===== src/rtl/controle_de_reproducao.sv =====
// Playback sequencer for the four music blocks.
// Debounces the front-panel button, advances the song selection on a press
// or on end-of-song (auto-advance), inserts a silence gap between songs and
// issues a one-cycle restart pulse to the newly selected block.
// habilita_mus is a synchronous clock enable for the downstream blocks.
module controle_de_reproducao #(
    parameter int DEBOUNCE_CYCLES = 500000,
    parameter int GAP_CYCLES      = 250000
) (
    input  logic       clock_in,
    input  logic       reset_n,
    input  logic       botao,
    input  logic       auto_avanco,
    input  logic [3:0] fim_musica,
    output logic [1:0] selecao,
    output logic [3:0] habilita_mus,
    output logic [3:0] reinicia_mus,
    output logic       tocando
);

    localparam int DW = (DEBOUNCE_CYCLES > 1) ? $clog2(DEBOUNCE_CYCLES) : 1;
    localparam int GW = (GAP_CYCLES > 1) ? $clog2(GAP_CYCLES) : 1;

    typedef enum logic [1:0] {
        INICIO   = 2'd0,
        TOCANDO  = 2'd1,
        SILENCIO = 2'd2,
        PARADO   = 2'd3
    } estado_t;

    // One-hot decode of a song index.
    function automatic logic [3:0] onehot(input logic [1:0] idx);
        onehot = 4'b0001 << idx;
    endfunction

    // Button synchronizer and debounce state
    logic          sinc1_r;
    logic          sinc2_r;
    logic          nivel_r;
    logic [DW-1:0] cont_deb_r;
    logic          difere_s;
    logic          cont_cheio_s;
    logic          press_s;

    // Sequencer state
    estado_t       estado_r;
    estado_t       estado_next_s;
    logic [GW-1:0] gap_r;
    logic          pendente_r;
    logic          pendente_next_s;
    logic          primeiro_r;
    logic          avanca_s;
    logic          carrega_gap_s;
    logic          fim_valido_s;
    logic [1:0]    sel_next_s;

    // Next values of the registered outputs
    logic [3:0]    hab_next_s;
    logic [3:0]    rein_next_s;
    logic          toc_next_s;

    // The accepted level flips on the DEBOUNCE_CYCLES-th consecutive
    // differing sample; only a rising flip is reported as a press.
    assign difere_s     = sinc2_r ^ nivel_r;
    assign cont_cheio_s = (cont_deb_r == DW'(DEBOUNCE_CYCLES - 1));
    assign press_s      = difere_s & cont_cheio_s & sinc2_r;

    // Only the end-of-song bit of the selected block matters.
    assign fim_valido_s = fim_musica[selecao];
    assign sel_next_s   = avanca_s ? (selecao + 2'd1) : selecao;

    // Two-flop synchronizer for the asynchronous button input.
    always_ff @(posedge clock_in or negedge reset_n) begin
        if (!reset_n) begin
            sinc1_r <= 1'b0;
            sinc2_r <= 1'b0;
        end else begin
            sinc1_r <= botao;
            sinc2_r <= sinc1_r;
        end
    end

    // Debounce counter and accepted button level.
    always_ff @(posedge clock_in or negedge reset_n) begin
        if (!reset_n) begin
            nivel_r    <= 1'b0;
            cont_deb_r <= '0;
        end else if (difere_s) begin
            if (cont_cheio_s) begin
                nivel_r    <= sinc2_r;
                cont_deb_r <= '0;
            end else begin
                nivel_r    <= nivel_r;
                cont_deb_r <= cont_deb_r + DW'(1);
            end
        end else begin
            nivel_r    <= nivel_r;
            cont_deb_r <= '0;
        end
    end

    // State register; primeiro_r holds INICIO one extra cycle after reset so
    // the restart pulse of song 0 is issued on release.
    always_ff @(posedge clock_in or negedge reset_n) begin
        if (!reset_n) begin
            estado_r   <= INICIO;
            pendente_r <= 1'b0;
            primeiro_r <= 1'b1;
        end else begin
            estado_r   <= estado_next_s;
            pendente_r <= pendente_next_s;
            primeiro_r <= 1'b0;
        end
    end

    // Next-state logic, advance request and gap-reload request.
    always_comb begin
        estado_next_s   = estado_r;
        pendente_next_s = 1'b0;
        avanca_s        = 1'b0;
        carrega_gap_s   = 1'b0;
        case (estado_r)
            INICIO: begin
                // A press here is remembered and served on entry to TOCANDO.
                pendente_next_s = pendente_r | press_s;
                if (primeiro_r) begin
                    estado_next_s = INICIO;
                end else begin
                    estado_next_s = TOCANDO;
                end
            end
            TOCANDO: begin
                if (press_s || pendente_r) begin
                    avanca_s      = 1'b1;
                    carrega_gap_s = 1'b1;
                    estado_next_s = SILENCIO;
                end else if (fim_valido_s) begin
                    if (auto_avanco) begin
                        avanca_s      = 1'b1;
                        carrega_gap_s = 1'b1;
                        estado_next_s = SILENCIO;
                    end else begin
                        estado_next_s = PARADO;
                    end
                end else begin
                    estado_next_s = TOCANDO;
                end
            end
            SILENCIO: begin
                if (press_s) begin
                    avanca_s      = 1'b1;
                    carrega_gap_s = 1'b1;
                    estado_next_s = SILENCIO;
                end else if (gap_r == '0) begin
                    estado_next_s = INICIO;
                end else begin
                    estado_next_s = SILENCIO;
                end
            end
            PARADO: begin
                if (press_s) begin
                    avanca_s      = 1'b1;
                    carrega_gap_s = 1'b1;
                    estado_next_s = SILENCIO;
                end else begin
                    estado_next_s = PARADO;
                end
            end
            default: begin
                estado_next_s = INICIO;
            end
        endcase
    end

    // Song index and silence-gap counter.
    always_ff @(posedge clock_in or negedge reset_n) begin
        if (!reset_n) begin
            selecao <= 2'd0;
            gap_r   <= '0;
        end else begin
            selecao <= sel_next_s;
            if (carrega_gap_s) begin
                gap_r <= GW'(GAP_CYCLES - 1);
            end else if ((estado_r == SILENCIO) && (gap_r != '0)) begin
                gap_r <= gap_r - GW'(1);
            end else begin
                gap_r <= gap_r;
            end
        end
    end

    // Output decode from the upcoming state so the registered outputs line
    // up with the state they describe.
    always_comb begin
        hab_next_s  = 4'b0000;
        rein_next_s = 4'b0000;
        toc_next_s  = 1'b0;
        if (estado_next_s == TOCANDO) begin
            hab_next_s = onehot(sel_next_s);
            toc_next_s = 1'b1;
        end else if (estado_next_s == INICIO) begin
            rein_next_s = onehot(sel_next_s);
        end else begin
            hab_next_s  = 4'b0000;
            rein_next_s = 4'b0000;
            toc_next_s  = 1'b0;
        end
    end

    // Output registers.
    always_ff @(posedge clock_in or negedge reset_n) begin
        if (!reset_n) begin
            habilita_mus <= 4'b0000;
            reinicia_mus <= 4'b0000;
            tocando      <= 1'b0;
        end else begin
            habilita_mus <= hab_next_s;
            reinicia_mus <= rein_next_s;
            tocando      <= toc_next_s;
        end
    end

endmodule


===== config.mk =====
export PLATFORM = sky130hd
export DESIGN_NAME = controle_de_reproducao
export DESIGN_NICKNAME = d
export VERILOG_FILES = /design/src/rtl/controle_de_reproducao.sv
export SDC_FILE = /design/constraint.sdc
export NUM_CORES = 1
export LEC_CHECK = 0
export CAP_MARGIN = 20
export CORE_MARGIN = 1
export CORE_UTILIZATION = 55
export CTS_BUF_LIST = sky130_fd_sc_hd__clkbuf_4 sky130_fd_sc_hd__clkbuf_8
export DETAILED_ROUTE_END_ITERATION = 7
export GPL_TIMING_DRIVEN = 0
export PLACE_DENSITY = 0.85
export RECOVER_POWER = 100
export SETUP_SLACK_MARGIN = 0.2
export SLEW_MARGIN = 10
export SYNTH_ARGS = -nofsm -noshare
export SYNTH_HDL_FRONTEND = slang
export SYNTH_SLANG_ARGS = --single-unit

===== constraint.sdc =====
create_clock -name clock_in -period 2.3 [get_ports clock_in]
set_input_delay 0.345 -clock clock_in [delete_from_list [all_inputs] [get_ports clock_in]]
set_output_delay 0.345 -clock clock_in [all_outputs]
set_load 0.02 [all_outputs]

==> summary.txt, run 1 <==
Outcome
  • Outcome: finished with violations
  • Violations in the final reports: setup timing

Layout
  • Number of fill cells in the layout: 266
  • Synth-to-layout area growth: 31.44%
  • Number of diodes added for antenna fixing: 0
  • Utilization after layout: 74.76%
  • Number of standard cells in the layout, taps in and fillers out: 388
  • Most frequent standard cell in the layout excluding fill and tap cells: sky130_fd_sc_hd__dfrtp_1
  • Finished Cell Area: 0.003531 sq mm
  • Post-layout net count: 331
  • Layout cell share with drive strength beyond 1: 27.41%
  • Most frequent cells in the layout: sky130_fd_sc_hd__dfrtp_1, sky130_fd_sc_hd__nor2_1, sky130_fd_sc_hd__nand2_1
  • Multi-input combinational cell area: 0.001519 sq mm
  • Seq. cell area: 0.001379 sq mm

STA
  • Skew final: 0.01446 ns
  • Worst relative slew slack: 5.129%
  • Setup slack after layout: -0.3767 ns
  • Final max-slew violation count: 0
  • Final Hold Viols: 0
  • Unrepaired setup endpoints after global routing: true
  • Total Negative Setup Slacks: -6.364 ns
  • Maximum clock rate: 0.3736 GHz
  • Number of failing setup endpoints in the final timing report: 28
  • Final cycle utilization of the critical path: 116.4%
  • Transition time at the pin with the least slew margin: 1.423 ns
  • Tightest hold margin: 0.3403 ns
  • Min Clock Period, post-route: 2.677 ns

Place
  • Worst-case setup slack after placement: -0.3529 ns
  • Placed cell count: 358
  • Area post-placement: 0.003004 sq mm
  • Final Wtd Congestion: 0.8194
  • Half-perimeter wire length after detailed placement: 3645 um
  • # port buffers: 18

Critical path
  • Category of the critical setup timing path: register to register
  • Worst endpoint required time: 2.54 ns
  • Setup crit end kind: register
  • Worst R2R Setup Slack: -0.38 ns
  • Worst flop-to-flop path startpoint: gap_r[7]
  • Reg2Reg Capture Point: habilita_mus[1]
  • Critical path startpoint category: register
  • Arrival time at the worst endpoint: 2.92 ns
  • Depth of the most critical reg-to-reg path: 8
  • Highest fanout seen on the critical path: 5

Floorplanning
  • Vertical die dimension: 71.89 um
  • Boundary pin count: 19
  • Die Span X: 71.89 um
  • Core outline area: 0.004723 sq mm
  • Cell row count: 25
  • Initial Util: 56.87%
  • Total die area: 0.005167 sq mm

Pwr
  • Net switching power of the design: 1.142 mW
  • Fraction of power consumed by combinational cells: 36.0%
  • Part of the total power dissipated in the clock network: 18.6%
  • Total Power Consumption: 2.949 mW
  • Switching Share: 38.73%
  • Power per cell area: 835.1 mW/mm^2
  • Cell internal power dissipation: 1.807 mW
  • Worst VDD drop: 426.1 uV
  • Leakage power: 1.452 nW
  • Sequential cell fraction of total power: 45.4%

Clocking
  • Hold buffer count at CTS: 0
  • Number of H-tree levels: 2
  • Clock Sinks: 55
  • CTS max path bufs: 2
  • Inserted Clock Buffers: 5
  • Clock slew at reported path FFs: 0.10 ns
  • Worst skew pair latency: 0.31 ns
  • CTS root buf: sky130_fd_sc_hd__clkbuf_8
  • Clock tree from TritonCTS: yes

Synthesis
  • Synth Register Bits: 55
  • Synth warn: 0
  • Number of different library cells in the post-synthesis netlist: 45
  • Cell area after technology mapping: 0.002686 sq mm
  • Post-synthesis average cell area: 9.876 sq um
  • Proportion of synthesized flip-flops having asynchronous set or reset: 100.0%
  • Mapped Nets: 283
  • Most used flip-flop cell after synthesis: sky130_fd_sc_hd__dfrtp_1
  • Post-synth EDFFs: 0
  • Post-synthesis sequential area ratio: 51.28%
  • Synthesized instance count: 272

GRT
  • Overall fraction of global-route tracks in use: 26.23%
  • Initial antenna violation count: 0
  • Via count of the first global-routing pass: 2135
  • First-pass GRT wire length: 10380 um
  • Pin count of the biggest net entering global routing: 30
  • Remaining Overflow, GRT: 0

Route
  • Post-detailed-route wirelength per cell: 18.44 um
  • Number of remaining DRC errors: 0
  • Routed WL: 7153 um
  • Detailed-router iteration count before antenna repair: 5
  • Total number of vias: 2382
  • Ratio of routed vias to standard cells: 6.139
  • Iteration-0 DRC Markers: 282
  • Residual antenna-violating net count after detailed routing: 0

Min path
  • Type of the tightest min-delay check: input port to async pin

Job
  • Number of max-capacitance violations reported: 0
## routing by layer
metal	global-route usage, %	share of wire, %
met2	45.60	50
met3	4.923	7.2
met4	11.11	4.4
met1	31.97	39
met5	0	0
## worst max-delay path by stage
stage / to / slack, ns / start
3_3_place_gp: gap_r[10] / -0.66 / reset_n
4_1_cts: reinicia_mus[1] / -0.24 / gap_r[7]
3_5_place_dp: habilita_mus[1] / -0.35 / gap_r[4]
2_1_floorplan: habilita_mus[1] / -0.13 / gap_r[4]
6_report: habilita_mus[1] / -0.38 / gap_r[7]
5_1_grt: habilita_mus[1] / -0.44 / gap_r[7]
## repair_timing
item	CTS	global route
endpoints found under the setup margin	48	42
setup buffers	15	7
pin swaps	8	15
gates cloned	1	0
gates resized for setup	26	34
## critical path, cell delays in order (launching register included)
cell and delay [ns]:
sky130_fd_sc_hd__dfrtp_1 0.41, sky130_fd_sc_hd__or4_4 0.55, sky130_fd_sc_hd__or4_4 0.44, sky130_fd_sc_hd__buf_6 0.14, sky130_fd_sc_hd__or4_4 0.45, sky130_fd_sc_hd__nor3_4 0.25, sky130_fd_sc_hd__buf_4 0.16, sky130_fd_sc_hd__o21ai_4 0.07
sky130_fd_sc_hd__nor3_2 0.13
## sequential cells by signal, indices dropped and copies added, names as in the netlist
name and cells:
cont_deb_r 19, gap_r 18, habilita_mus 4, reinicia_mus 4, estado_r 2, selecao 2
nivel_r 1, pendente_r 1, primeiro_r 1, sinc1_r 1, sinc2_r 1, tocando 1
## final cells by class
cell class	instances	area share, %
Tap cell	67	2.374
Clock inverter	2	0.3544
Sequential cell	55	39.05
Multi-Input combinational cell	199	43.02
Clock buffer	6	2.162
Inverter	11	1.169
Buffer	7	1.595
Timing Repair Buffer	41	10.28
## synth_stat cells (all sizes together) (2+ instances only)
master	n	share of area [%]
xnor2	19	6.2
and4	2	0.65
dfrtp	54	50
nor2	47	6.6
nor4	4	0.93
or4bb	2	0.84
xor2	15	4.9
nor3	15	3.2
o211ai	2	0.56
or3	5	1.2
and3	4	0.93
buf	2	0.37
or2	3	0.70
inv	11	1.5
mux2i	2	0.75
mux2	3	1.3
o21ai	5	1.1
nand3	12	2.2
ha	3	1.4
nand4	5	1.2
nor2b	6	1.4
a21oi	2	0.37
or4	4	1.4
o32ai	2	0.65
clkbuf	6	0.84
and2	2	0.47
nand2	21	2.9
## power by group through the flow
stage               combinational [mW]  clock, mW  sequential [mW]
floorplan                        0.530          0             1.28
global placement                 0.698          0             1.29
detailed placement               0.733          0             1.30
CTS                              0.862      0.550             1.28
global route                      1.13      0.589             1.35
finish                            1.06      0.547             1.34
## cells by family after synthesis
logic type	synth area share, %
simple gates	25.85
flops	51.28
other cells	0.1396
compound gates	5.496
xor+xnor	11.09
fa+ha+maj	1.397
buf+inv	2.748
mux	2.003
Power figures use the tool's default switching activity.
==> run 2, diff against run 1 <==
--- a/config.mk
+++ b/config.mk
@@ -14,6 +14,7 @@
 export PLACE_DENSITY = 0.85
 export RECOVER_POWER = 100
 export SETUP_SLACK_MARGIN = 0.2
+export SKIP_LAST_GASP = 1
 export SLEW_MARGIN = 10
 export SYNTH_ARGS = -nofsm -noshare
 export SYNTH_HDL_FRONTEND = slang
==> run 2 against run 1 <==
The run still ends with setup timing left. Sequential power decreased by 3%. Wire length down 5.7%. Sequential share of layout area grew 0.80 points. Cell count fell by 0.52%. Non-clock buffer count decreased by 2. Highest routed layer unchanged.
==> summary.txt, run 2 (synthesis results as in run 1) <==
Outcome
  • Outcome: finished with violations
  • Violations in the final reports: setup timing

Min path
  • Type of the tightest min-delay check: input port to async pin

Layout
  • Number of flip-flops in the largest register: 19 (unchanged)
  • Number of standard cells in the layout, taps in and fillers out: 386 (-0.52%)
  • Largest registers ranked by flip-flop count: cont_deb_r: 19 flops, gap_r: 18 flops
  • Utilization after layout: 73.19% (-1.6 points)
  • Most frequent standard cell in the layout excluding fill and tap cells: sky130_fd_sc_hd__dfrtp_1
  • Number of fill cells in the layout: 274 (+3.0%)
  • Finished Cell Area: 0.003457 sq mm (-2.1%)
  • Number of diodes added for antenna fixing: 0 (unchanged)
  • Layout cell share with drive strength beyond 1: 24.76% (-2.6 points)
  • Most frequent cells in the layout: sky130_fd_sc_hd__dfrtp_1, sky130_fd_sc_hd__nor2_1, sky130_fd_sc_hd__nand2_1
  • Largest reg by FF count: cont_deb_r
  • Synth-to-layout area growth: 28.69%
  • Post-layout net count: 329 (-0.60%)

Place
  • Final Wtd Congestion: 0.8194 (unchanged)
  • # port buffers: 18 (unchanged)
  • Half-perimeter wire length after detailed placement: 3645 um (unchanged)
  • Area post-placement: 0.003004 sq mm (unchanged)
  • Placed cell count: 358 (unchanged)

Route
  • Detailed-router iteration count before antenna repair: 5 (unchanged)
  • Ratio of routed vias to standard cells: 6.034 (-1.7%)
  • Iteration-0 DRC Markers: 327 (+16%)
  • Routed WL: 6743 um (-5.7%)
  • Total number of vias: 2329 (-2.2%)
  • Residual antenna-violating net count after detailed routing: 0 (unchanged)
  • Number of remaining DRC errors: 0 (unchanged)
  • Post-detailed-route wirelength per cell: 17.47 um (-5.2%)

Floorplanning
  • Boundary pin count: 19 (unchanged)
  • Die Span X: 71.89 um (unchanged)
  • Cell row count: 25 (unchanged)
  • Vertical die dimension: 71.89 um (unchanged)
  • Core outline area: 0.004723 sq mm (unchanged)
  • Initial Util: 56.87% (unchanged)
  • Total die area: 0.005167 sq mm (unchanged)

STA
  • Unrepaired setup endpoints after global routing: true
  • Transition time at the pin with the least slew margin: 1.393 ns (-0.02994 ns)
  • Final cycle utilization of the critical path: 117.5% (+1.1 points)
  • Final max-slew violation count: 0 (unchanged)
  • Setup slack after layout: -0.4022 ns (-0.02548 ns)
  • Final Hold Viols: 0 (unchanged)
  • Worst relative slew slack: 7.125% (+2.0 points)
  • Skew final: 0.01277 ns (-0.001689 ns)
  • Number of failing setup endpoints in the final timing report: 43 (+54%)
  • Min Clock Period, post-route: 2.702 ns (+0.02548 ns)
  • Maximum clock rate: 0.3701 GHz (-0.94%)

Clocking
  • Number of H-tree levels: 2 (unchanged)
  • Inserted Clock Buffers: 5 (unchanged)
  • Worst skew pair latency: 0.31 ns (about the same)
  • Clock Sinks: 55 (unchanged)
  • CTS root buf: sky130_fd_sc_hd__clkbuf_8
  • Clock tree from TritonCTS: yes
  • Clock slew at reported path FFs: 0.10 ns (about the same)
  • CTS max path bufs: 2 (unchanged)

Critical path
  • Reg2Reg Capture Point: estado_r[1]
  • Worst setup path startpoint: gap_r[7]
  • Cell type with the highest occurrence count on the critical path: sky130_fd_sc_hd__or4_4
  • Arrival time at the worst endpoint: 2.87 ns (-0.05 ns)
  • Worst endpoint required time: 2.47 ns (-0.07 ns)
  • Cell family with the largest share of critical-path delay: simple AND/OR/NAND/NOR gates
  • Cell with the biggest individual delay on the critical path: sky130_fd_sc_hd__or4_4
  • Highest fanout seen on the critical path: 3 (-2)
  • Depth of the most critical reg-to-reg path: 7 (-1)
  • Category of the critical setup timing path: register to register
  • Worst-path cell chain: or4_4, or4_4, buf_6, or4_4, nor3_4, buf_4, nor2_2
  • Setup crit end kind: register
  • Worst R2R Setup Slack: -0.40 ns (-0.03 ns)
  • Critical path capture point: estado_r[1]
  • Critical path depth in cells: 7 (-1)
  • Maximum single-stage delay on the critical path: 0.55 ns (about the same)
  • Critical path startpoint category: register
  • Worst flop-to-flop path startpoint: gap_r[7]
  • Buffer and inverter count on the worst path: 2 (unchanged)

Job
  • Number of max-capacitance violations reported: 0 (unchanged)

GRT
  • Via count of the first global-routing pass: 2141 (+0.28%)
  • Initial antenna violation count: 0 (unchanged)
  • Overall fraction of global-route tracks in use: 25.31% (-0.92 points)
  • Pin count of the biggest net entering global routing: 30 (unchanged)
  • Remaining Overflow, GRT: 0 (unchanged)
  • First-pass GRT wire length: 10080 um (-2.9%)

Pwr
  • Worst VDD drop: 361.9 uV (-15%)
  • Total Power Consumption: 2.854 mW (-3.2%)
  • Leakage power: 1.437 nW (-0.97%)
  • Power per cell area: 825.5 mW/mm^2 (-1.1%)
[run 2: changes by cell type in the layout (fill, tap and decap cells not counted), sizes merged]
cell / change
clkbuf: +1
clkdlybuf4s50: -1
dlygate4sd3: +1
buf: -3
[run 2: stage by stage]
| stage | setup slack (ns) | TNS, ns | hold WS [ns] |
|---|---|---|---|
| global placement | -0.6637 | -40.30 | 0.3496 |
| global route | -0.4462 | -12.62 | 0.4009 |
| CTS | -0.2378 | -3.425 | 0.04651 |
| finish | -0.4022 | -9.425 | 0.3276 |
| detailed placement | -0.3529 | -7.467 | 0.3684 |
| floorplan | -0.1295 | -1.371 | 0.04941 |
[run 2: final cells by class]
class / count / area (sq um) / share of cell area (%)
clock inverters: 2 / 12.51 / 0.3619
well taps: 67 / 83.83 / 2.425
repair buffers: 39 / 340.3 / 9.844
clock buffers: 6 / 76.32 / 2.208
multi-input cells: 199 / 1470 / 42.53
inverters: 11 / 41.29 / 1.194
flip-flops and latches: 55 / 1378 / 39.85
plain buffers: 7 / 55.05 / 1.592
[run 2: how the worst min path moves through the flow]
stage	end	depth (start not counted)
floorplan	cont_deb_r[0]	0
global placement	sinc2_r	0
detailed placement	sinc2_r	0
CTS	selecao[1]	1
global route	sinc2_r	0
finish	tocando	1
[run 2: timing repair]
| action | CTS | global route |
|---|---|---|
| endpoints found under the setup margin | 48 | 42 |
| gates resized for setup | 25 | 24 |
| hold buffers | 0 | 0 |
| buffers inserted | 15 | 5 |
| cloned | 1 | 0 |
| pin swaps | 8 | 8 |
[run 2: where the power goes]
part	internal [mW]	leakage [nW]	total, mW	switching (mW)
logic	0.443	0.701	1.01	0.564
registers	1.12	0.692	1.30	0.184
clock network	0.226	0.0446	0.542	0.317
total	1.79	1.44	2.85	1.06
[run 2: layer usage]
layer | GRT usage [%] | vias to the layer above | routed length, um | share of wire [%]
met5 | 0 | - | 0 | 0
met4 | 11.55 | 0 | 365 | 5.4
met3 | 4.641 | 39 | 414 | 6.1
met2 | 43.82 | 144 | 3293 | 49
met1 | 30.74 | 1122 | 2669 | 40
li1 | - | 1024 | - | -
==> run 3, diff against run 2 <==
--- a/config.mk
+++ b/config.mk
@@ -11,6 +11,7 @@
 export CTS_BUF_LIST = sky130_fd_sc_hd__clkbuf_4 sky130_fd_sc_hd__clkbuf_8
 export DETAILED_ROUTE_END_ITERATION = 7
 export GPL_TIMING_DRIVEN = 0
+export HOLD_SLACK_MARGIN = 0.1
 export PLACE_DENSITY = 0.85
 export RECOVER_POWER = 100
 export SETUP_SLACK_MARGIN = 0.2
==> run 3 against run 2 <==
The run still ends with setup timing left. Clock power is essentially flat. Via count grew 0.56%. Register-to-register slack hardly changed. Maximum frequency rose by 0.42%. Clock skew down 0.0011 ns. Sequential power barely moved. Critical path type unchanged. Largest cell class unchanged.
==> summary.txt, run 3 (synthesis results as in run 1) <==
Outcome
  • Outcome: finished with violations
  • Violations in the final reports: setup timing

Route
  • Total number of vias: 2342 (+0.56%)
  • Iteration-0 DRC Markers: 269 (-18%)
  • Post-detailed-route wirelength per cell: 17.46 um (about the same)
  • Ratio of routed vias to standard cells: 6.052 (+0.30%)
  • Residual antenna-violating net count after detailed routing: 0 (unchanged)
  • Routed WL: 6758 um (+0.22%)
  • Detailed-router iteration count before antenna repair: 6 (+1)
  • Number of remaining DRC errors: 0 (unchanged)

Floorplanning
  • Initial Util: 56.87% (unchanged)
  • Cell row count: 25 (unchanged)
  • Total die area: 0.005167 sq mm (unchanged)
  • Core outline area: 0.004723 sq mm (unchanged)
  • Vertical die dimension: 71.89 um (unchanged)
  • Boundary pin count: 19 (unchanged)
  • Die Span X: 71.89 um (unchanged)

STA
  • Unrepaired setup endpoints after global routing: true
  • Transition time at the pin with the least slew margin: 1.410 ns (+0.01703 ns)
  • Tightest hold margin: 0.3963 ns (+0.06875 ns)
  • Final max-slew violation count: 0 (unchanged)
  • Min Clock Period, post-route: 2.691 ns (-0.01138 ns)
  • Skew final: 0.01170 ns (-0.001071 ns)
  • Number of failing setup endpoints in the final timing report: 39 (-9.3%)
  • Final Hold Viols: 0 (unchanged)
  • Worst relative slew slack: 5.990% (-1.1 points)
  • Final cycle utilization of the critical path: 117.0% (-0.49 points)
  • Maximum clock rate: 0.3716 GHz (+0.42%)
  • Setup slack after layout: -0.3908 ns (+0.01138 ns)

Min path
  • Type of the tightest min-delay check: register to register
  • Cells on Worst Hold Path: 0
  • Terminating pin of the worst hold path: sinc2_r
  • Hold Startpoint: sinc1_r

Pwr
  • Leakage power: 1.442 nW (+0.32%)
  • Power per cell area: 823.8 mW/mm^2 (-0.20%)
  • Worst VDD drop: 361.4 uV (-0.13%)

Critical path
  • Category of the critical setup timing path: register to register
  • Worst flop-to-flop path startpoint: gap_r[7]
  • Cell family with the largest share of critical-path delay: simple AND/OR/NAND/NOR gates
  • Depth of the most critical reg-to-reg path: 7 (unchanged)
  • Cell type with the highest occurrence count on the critical path: sky130_fd_sc_hd__or4_4
  • Highest fanout seen on the critical path: 3 (unchanged)
  • Buffer and inverter count on the worst path: 2 (unchanged)
  • Worst-path cell chain: or4_4, or4_4, buf_6, or4_4, nor3_4, buf_4, nor2_2
  • Cell with the biggest individual delay on the critical path: sky130_fd_sc_hd__or4_4
  • Worst endpoint required time: 2.47 ns (about the same)
  • Maximum single-stage delay on the critical path: 0.55 ns (about the same)
  • Arrival time at the worst endpoint: 2.86 ns (about the same)
  • Reg2Reg Capture Point: estado_r[1]
  • Worst R2R Setup Slack: -0.39 ns (about the same)
  • Critical path startpoint category: register
  • Setup crit end kind: register

Layout
  • Utilization after layout: 73.46% (+0.26 points)
  • Layout cell share with drive strength beyond 1: 24.69% (-0.077 points)
  • Number of flip-flops in the largest register: 19 (unchanged)
  • Largest registers ranked by flip-flop count: cont_deb_r: 19 flops, gap_r: 18 flops
  • Most frequent cells in the layout: sky130_fd_sc_hd__dfrtp_1, sky130_fd_sc_hd__nor2_1, sky130_fd_sc_hd__nand2_1
  • Post-layout net count: 330 (+0.30%)
  • Most frequent standard cell in the layout excluding fill and tap cells: sky130_fd_sc_hd__dfrtp_1
  • Number of diodes added for antenna fixing: 0 (unchanged)
  • Synth-to-layout area growth: 29.16%
  • Largest reg by FF count: cont_deb_r

Job
  • Number of max-capacitance violations reported: 0 (unchanged)

GRT
  • Initial antenna violation count: 0 (unchanged)
  • Remaining Overflow, GRT: 0 (unchanged)
  • First-pass GRT wire length: 10070 um (about the same)
  • Pin count of the biggest net entering global routing: 30 (unchanged)
  • Overall fraction of global-route tracks in use: 25.28% (-0.030 points)
  • Via count of the first global-routing pass: 2141 (unchanged)

Place
  • # port buffers: 18 (unchanged)
  • Final Wtd Congestion: 0.8194 (unchanged)
  • Half-perimeter wire length after detailed placement: 3645 um (unchanged)

Clocking
  • Clock tree from TritonCTS: yes
  • Inserted Clock Buffers: 5 (unchanged)
  • Worst skew pair latency: 0.31 ns (about the same)
  • CTS max path bufs: 2 (unchanged)
  • Clock Sinks: 55 (unchanged)
  • Number of H-tree levels: 2 (unchanged)
  • CTS root buf: sky130_fd_sc_hd__clkbuf_8
  • Clock slew at reported path FFs: 0.10 ns (about the same)
-- run 3: cell type report --
cell class                      count  area (sq um)
Multi-Input combinational cell    199          1470
Clock inverter                      2         12.51
Buffer                              7         55.05
Fill cell                         273          1254
Timing Repair Buffer               40         352.8
Tap cell                           67         83.83
Inverter                           11         41.29
Sequential cell                    55          1378
Clock buffer                        6         76.32
-- run 3: report_power, final --
part | total [mW] | leakage (nW) | internal [mW] | switching (mW)
Combinational | 1.01 | 0.706 | 0.445 | 0.567
Clock | 0.540 | 0.0446 | 0.225 | 0.315
Sequential | 1.31 | 0.692 | 1.12 | 0.186
-- run 3: worst max path at each step --
stage,from,end,slack (ns),cells past startpoint
after floorplan,gap_r[4],habilita_mus[1],-0.13,7
after global placement,reset_n,gap_r[10],-0.66,1
after detailed placement,gap_r[4],habilita_mus[1],-0.35,7
after CTS,gap_r[7],reinicia_mus[1],-0.24,7
after global routing,gap_r[7],gap_r[15],-0.45,6
final,gap_r[7],estado_r[1],-0.39,7
-- run 3: repair_timing --
item,in CTS,in global routing
hold buffers,1,0
pin swaps,8,8
gates cloned,1,0
resized for setup,25,24
endpoints found under the setup margin,48,42
hold endpoints to repair,26,0
buffers inserted,15,5
-- run 3: through the flow --
step | power [mW] | cells | cell area [sq um] | setup WS, ns | setup TNS, ns
2_1_floorplan | 1.814 | 272 | 2725 | -0.1295 | -1.371
3_3_place_gp | 1.985 | 357 | 2989 | -0.6637 | -40.30
3_5_place_dp | 2.030 | 358 | 3004 | -0.3529 | -7.467
4_1_cts | 2.686 | 382 | 3331 | -0.2378 | -3.425
5_1_grt | 2.985 | 387 | 3470 | -0.4462 | -15.67
6_report | 2.858 | 387 | 3470 | -0.3908 | -9.016
-- run 3: layer usage --
layer | wire (um) | up-vias | global-route usage, %
met3 | 428 | 38 | 4.641
met1 | 2661 | 1129 | 30.74
met2 | 3315 | 151 | 43.71
met4 | 352 | 0 | 11.55
met5 | 0 | - | 0
li1 | - | 1024 | -
